<file path="config.mk">
export PLATFORM = sky130hd
export DESIGN_NAME = instr_encoder
export DESIGN_NICKNAME = d
export VERILOG_FILES = /design/src/rtl/instr_encoder.sv
export SDC_FILE = /design/constraint.sdc
export NUM_CORES = 1
export LEC_CHECK = 0
export CORE_MARGIN = 3
export CORE_UTILIZATION = 45
export DETAILED_ROUTE_END_ITERATION = 8
export PLACE_DENSITY = 0.82
export SLEW_MARGIN = 20
export SYNTH_ARGS = -nofsm -noshare
export SYNTH_HDL_FRONTEND = slang
export SYNTH_SLANG_ARGS = --single-unit
</file>
<file path="constraint.sdc">
create_clock -name clk -period 3.1 [get_ports clk]
set_input_delay 0.62 -clock clk [delete_from_list [all_inputs] [get_ports clk]]
set_output_delay 0.62 -clock clk [all_outputs]
set_load 0.01 [all_outputs]
</file>
<file path="src/rtl/instr_encoder.sv">
// ---------------------------------------------------------------------------
// instr_encoder
//
// Streaming instruction encoder and IMEM loader. Symbolic instruction
// descriptors arrive over a valid/ready handshake, are assembled into 32-bit
// MIPS words and written to consecutive IMEM addresses starting at 0. Each
// program is closed with a self-loop halt word (j <own address>).
//
// Handshake: a descriptor transfers on the rising edge where
// in_valid && in_ready. in_ready depends only on state, pointer, start and
// finish (never on in_valid); the descriptor need only be stable in the
// transfer cycle.
//
// Ports
//   clk, rst            clock, asynchronous active-high reset
//   start               pulse, (re)opens a program at address 0
//   finish              level, writes the halt word and closes the program
//   in_valid/in_ready   descriptor handshake
//   in_kind             instruction kind (0..20 legal, 21..31 illegal)
//   in_rs/rt/rd/shamt   register and shift fields
//   in_imm              I-type immediate / branch offset
//   in_target           J-type word target
//   imem_we/addr/wdata  registered IMEM write port (one-cycle strobe)
//   word_count          words written in the current program, halt included
//   done                halt word written, program closed
//   err_illegal         sticky, an illegal kind was accepted
//   fsm_state           current FSM state (0 idle, 1 load, 2 done)
// ---------------------------------------------------------------------------
module instr_encoder #(
    parameter int ADDR_W = 8
) (
    input  logic              clk,
    input  logic              rst,
    input  logic              start,
    input  logic              finish,
    input  logic              in_valid,
    output logic              in_ready,
    input  logic [4:0]        in_kind,
    input  logic [4:0]        in_rs,
    input  logic [4:0]        in_rt,
    input  logic [4:0]        in_rd,
    input  logic [4:0]        in_shamt,
    input  logic [15:0]       in_imm,
    input  logic [25:0]       in_target,
    output logic              imem_we,
    output logic [ADDR_W-1:0] imem_addr,
    output logic [31:0]       imem_wdata,
    output logic [ADDR_W:0]   word_count,
    output logic              done,
    output logic              err_illegal,
    output logic [1:0]        fsm_state
);

    typedef enum logic [1:0] {
        S_IDLE = 2'd0,
        S_LOAD = 2'd1,
        S_DONE = 2'd2
    } state_t;

    localparam logic [ADDR_W-1:0] PTR_ONE = 1;
    localparam logic [ADDR_W-1:0] PTR_MAX = '1;
    localparam logic [ADDR_W:0]   CNT_ONE = 1;

    state_t            state;
    logic [ADDR_W-1:0] ptr;

    // ------------------------------------------------------------------
    // Encoder: kind -> format, opcode/funct, field masking
    // ------------------------------------------------------------------
    logic       is_r;
    logic       is_j;
    logic       is_shift;
    logic       is_jr;
    logic       legal;
    logic [5:0] code;      // funct for R-type, opcode otherwise
    logic [4:0] rs_f;
    logic [4:0] rt_f;
    logic [4:0] rd_f;
    logic [4:0] sa_f;
    logic [31:0] enc_word;

    always_comb begin
        is_r     = 1'b0;
        is_j     = 1'b0;
        is_shift = 1'b0;
        is_jr    = 1'b0;
        legal    = 1'b1;
        code     = 6'h00;
        case (in_kind)
            5'd0:  begin is_r = 1'b1; code = 6'h20; end
            5'd1:  begin is_r = 1'b1; code = 6'h22; end
            5'd2:  begin is_r = 1'b1; code = 6'h24; end
            5'd3:  begin is_r = 1'b1; code = 6'h25; end
            5'd4:  begin is_r = 1'b1; code = 6'h2a; end
            5'd5:  begin is_r = 1'b1; code = 6'h26; end
            5'd6:  begin is_r = 1'b1; code = 6'h27; end
            5'd7:  begin is_r = 1'b1; is_shift = 1'b1; code = 6'h00; end
            5'd8:  begin is_r = 1'b1; is_shift = 1'b1; code = 6'h02; end
            5'd9:  begin is_r = 1'b1; code = 6'h2b; end
            5'd10: begin is_r = 1'b1; is_jr = 1'b1; code = 6'h08; end
            5'd11: code = 6'h08;
            5'd12: code = 6'h0c;
            5'd13: code = 6'h0d;
            5'd14: code = 6'h0e;
            5'd15: code = 6'h23;
            5'd16: code = 6'h2b;
            5'd17: code = 6'h04;
            5'd18: code = 6'h05;
            5'd19: begin is_j = 1'b1; code = 6'h02; end
            5'd20: begin is_j = 1'b1; code = 6'h03; end
            default: legal = 1'b0;
        endcase

        // Shifts take their source from rt, so rs is zeroed; only shifts
        // carry a shift amount; jr uses rs alone.
        rs_f = is_shift ? 5'd0 : in_rs;
        rt_f = is_jr ? 5'd0 : in_rt;
        rd_f = is_jr ? 5'd0 : in_rd;
        sa_f = is_shift ? in_shamt : 5'd0;

        if (is_r) begin
            enc_word = {6'h00, rs_f, rt_f, rd_f, sa_f, code};
        end else if (is_j) begin
            enc_word = {code, in_target};
        end else begin
            enc_word = {code, in_rs, in_rt, in_imm};
        end
    end

    // ------------------------------------------------------------------
    // Handshake
    // ------------------------------------------------------------------
    // Word D-1 is kept free for the halt word, so the pointer stops there.
    assign in_ready  = (state == S_LOAD) && !start && !finish && (ptr != PTR_MAX);
    assign fsm_state = state;

    logic accept;
    assign accept = in_valid && in_ready;

    // ------------------------------------------------------------------
    // Control FSM with registered outputs
    // ------------------------------------------------------------------
    always_ff @(posedge clk or posedge rst) begin
        if (rst) begin
            state       <= S_IDLE;
            ptr         <= '0;
            imem_we     <= 1'b0;
            imem_addr   <= '0;
            imem_wdata  <= '0;
            word_count  <= '0;
            done        <= 1'b0;
            err_illegal <= 1'b0;
        end else begin
            imem_we <= 1'b0;
            case (state)
                S_IDLE, S_DONE: begin
                    // finish is ignored outside LOAD
                    if (start) begin
                        state       <= S_LOAD;
                        ptr         <= '0;
                        word_count  <= '0;
                        done        <= 1'b0;
                        err_illegal <= 1'b0;
                    end
                end
                S_LOAD: begin
                    if (start) begin
                        ptr         <= '0;
                        word_count  <= '0;
                        err_illegal <= 1'b0;
                    end else if (finish) begin
                        // Halt: jump to its own word address.
                        imem_we    <= 1'b1;
                        imem_addr  <= ptr;
                        imem_wdata <= {6'h02, 26'(ptr)};
                        word_count <= word_count + CNT_ONE;
                        done       <= 1'b1;
                        state      <= S_DONE;
                    end else if (accept) begin
                        if (legal) begin
                            imem_we    <= 1'b1;
                            imem_addr  <= ptr;
                            imem_wdata <= enc_word;
                            word_count <= word_count + CNT_ONE;
                            ptr        <= ptr + PTR_ONE;
                        end else begin
                            // Consumed but not written; pointer holds.
                            err_illegal <= 1'b1;
                        end
                    end
                end
                default: state <= S_IDLE;
            endcase
        end
    end

endmodule

</file>
==> results by group <==
STA
  – Clock Skew: 3.66 ps
  – Period utilisation layout: between 90% and 100%
  – Final setup vio count: 0
  – Actual slew at the worst max-slew pin: 852 ps
  – Minimum clock period: around 2800 ps
  – Max Freq: between 0.3 and 0.4 GHz
  – PnR worst setup slack: between 300 and 400 ps
  – Count of pins over their slew limit: 0
  – RSZ-0062 raised after global routing: false
  – Fin Setup TNS: 0 ps
  – Slew HR: 42.9%
  – Fin. Hold Viols: 0

GRT
  – Global route overflow: 0
  – Vias in the first global route: 3,111
  – First-pass GRT wire length: about 15 mm
  – Global-route usage over all layers: between 20% and 30%
  – Largest net degree at the start of global routing: 32
  – Initial antenna violation count: 0

Synth
  – Mapped Area: 3340 um^2
  – Post-Syn Instances: about 340
  – Synth Flop Type: dfrtp_1
  – Synthesized flop and latch total: 61
  – Register area share after synthesis: a little under half
  – Yosys cell types: 52
  – Avg Inst Size Synth: about 10 um^2
  – Synth Net Count: 415
  – Synth warnings: 0
  – Ys async rst share: between 90% and 100%
  – Number of flops mapped to enable cells by yosys: 0

Critical path
  – Critical Path End Type: primary output
  – R2r setup slk: roughly 740 ps
  – Worst r2r src: ptr[1]$_DFFE_PP0P_
  – Critical R2R Capture: word_count[3]$_DFFE_PP0P_
  – Worst Path Max Fanout: 3
  – Worst R2R Path Depth: 7
  – Worst path required time: ~2500 ps
  – Crit path DAT: between 2000 and 2500 ps
  – Critical path class: input port to primary output
  – Critical Path Source Type: input port

Pwr
  – Sw Pwr: 0.000580 W
  – VDD IR-drop max: 0.000264 V
  – Sequential share of power: a little over two fifths
  – LEAKAGE: approximately 2.2 nW
  – Cell-internal power: 0.00155 W
  – Power Density: around 430 nW/um^2
  – Comb power frac: between 20% and 30%
  – Clk network pwr share: a little under a third
  – Switching part of the total: approximately 27%

Finish
  – Share of post-route cells with drive strength above 1: between 10% and 20%
  – Area growth syn-to-layout: 47.2%
  – Most frequent cells in the layout: clkdlybuf4s50_1 (125), dfrtp_1 (61), nand2_1 (46), o21ai_0 (28)
  – Ant diodes: 0
  – Most common cell after layout, fill and taps aside: clkdlybuf4s50_1
  – Non-Filler Instances: 573
  – Layout Nets: roughly 550
  – Final design utilization: 70.4%

Outcome
  – Outcome: completed

Clocking
  – CTS Sinks: 61
  – CTS tree: yes
  – Clk_lat worst skew: between 300 and 400 ps
  – Resize count post-CTS: 0
  – Num CTS Buffers: 9
  – CTS root buf: clkbuf_8
  – CTS Hold Bufs: 0
  – Setup repair bufs after CTS: 0
  – Clock transition at the registers of the reported paths: 60 ps
  – H-tree depth: 3
  – Clock Path Buffers: 2

Die
  – Die X: between 90 and 100 um
  – Die area: roughly 8500 um^2
  – Initial core utilization: between 40% and 50%
  – Die Span Y: around 92 um
  – Row Count: 30
  – Core Footprint: roughly 7000 um^2
  – I/O pins: 127

Detailed routing
  – Final WL: 9.53 mm
  – TritonRoute pass-1 iters: 4
  – DRT iter0 DRCs: roughly 290
  – Vias post-DR: about 3,200
  – # DRC: 0
  – Post-route ant nets: 0
  – Via/cell ratio: between 5 and 6
  – WL/cell: between 15 and 20 um

Place
  – Gpl congestion: around 0.90
  – Placed cell count: 559
  – PortBufs: between 100 and 150
  – Worst slack at placement: 120 ps
  – DPL Wire Length: about 7.4 mm

Hold path
  – Tightest Hold Check Type: flip-flop to flip-flop
  – Hold Crit Start: imem_wdata[22]$_DFFE_PP0P_
  – Hold depth: 2
  – Hold Path Sink: imem_wdata[22]$_DFFE_PP0P_

Flow run
  – Max_cap viols: 0
-- registers in the layout, indices dropped and copies added (netlist names) --
| register | count |
|---|---|
| ptr | 8 |
| imem_addr | 8 |
| fsm_state | 2 |
| done | 1 |
| err_illegal | 1 |
| imem_wdata | 31 |
| imem_we | 1 |
| word_count | 9 |
-- cells by family (layout without fill, tap and decap cells) --
group                    after synthesis  after routing  share of synthesized area, %
other                                  1              1                         0.112
adder cells (fa/ha/maj)                2              2                         0.750
AND/OR/NAND/NOR                      102            102                          15.6
multiplexers                          35             35                          10.9
XOR/XNOR                               5              5                          1.31
flip-flops                            61             61                          45.7
AO/OA/AOI/OAI                        105            105                          20.8
buffers and inverters                 30            166                          4.83
-- cells in the mapped netlist (all sizes together) (4+ instances only) --
library cell | instances | area share [%]
o31ai | 4 | 0.90
mux2 | 12 | 4.0
a21oi | 24 | 3.7
clkbuf | 8 | 1.0
nand2 | 46 | 5.2
buf | 14 | 2.9
or3 | 7 | 1.3
nand3 | 12 | 1.8
a2bb2oi | 6 | 1.6
nor2 | 9 | 1.0
a32o | 5 | 1.5
mux2i | 23 | 6.9
xnor2 | 5 | 1.3
a211oi | 4 | 0.90
o21ai | 34 | 5.1
o211ai | 4 | 0.90
inv | 7 | 0.79
a21o | 5 | 1.1
a22oi | 5 | 1.1
dfrtp | 61 | 46
-- per-stage QoR --
step	hold WS, ps	area, um^2	total power (W)
after floorplan	488	3340	0.00116
after global placement	461	4730	0.00145
after detailed placement	470	4730	0.00147
after CTS	484	4910	0.00215
after global routing	499	4910	0.00224
final	479	4910	0.00213
-- worst max-delay path by stage --
| stage | from | end | slack, ps | cells after the start |
|---|---|---|---|---|
| after floorplan | rst | done$_DFFE_PP0P_ | 970 | 1 |
| after global placement | in_kind[1] | imem_wdata[23]$_DFFE_PP0P_ | 200 | 6 |
| after detailed placement | in_kind[1] | imem_wdata[24]$_DFFE_PP0P_ | 120 | 6 |
| after CTS | start | in_ready | 280 | 4 |
| after global routing | start | in_ready | 220 | 4 |
| final | start | in_ready | 300 | 4 |
-- area by class of cell --
cell class                 instances  area [um^2]
sequential                        61         1530
tap                               96          120
clock inverter                     2         35.0
inverter                           8         30.0
clock buffer                      12          145
timing repair buffer             144         1410
fill                             546         2070
multi-input combinational        250         1650
-- layer usage --
| layer | up-vias | track usage [%] | wire [um] |
|---|---|---|---|
| li1 | 1513 | - | - |
| met1 | 1519 | 29.4 | 3930 |
| met2 | 133 | 36.3 | 4710 |
| met3 | 21 | 5.91 | 665 |
| met4 | 0 | 10.1 | 233 |
| met5 | - | 0 | 0 |
-- worst max-delay path, stage by stage --
cell and delay (ps):
clkdlybuf4s50_1 440, nor4b_2 370, o21a_1 210, clkdlybuf4s50_1 540
-- power by group through the flow --
stage / clock (W) / combinational (W) / sequential, W
after floorplan: 0 / 0.000205 / 0.000954
after global placement: 0 / 0.000528 / 0.000926
after detailed placement: 0 / 0.000542 / 0.000930
after CTS: 0.000687 / 0.000543 / 0.000917
after global routing: 0.000729 / 0.000583 / 0.000925
final: 0.000676 / 0.000541 / 0.000917
Note: power is estimated with default switching activity, not from simulation.
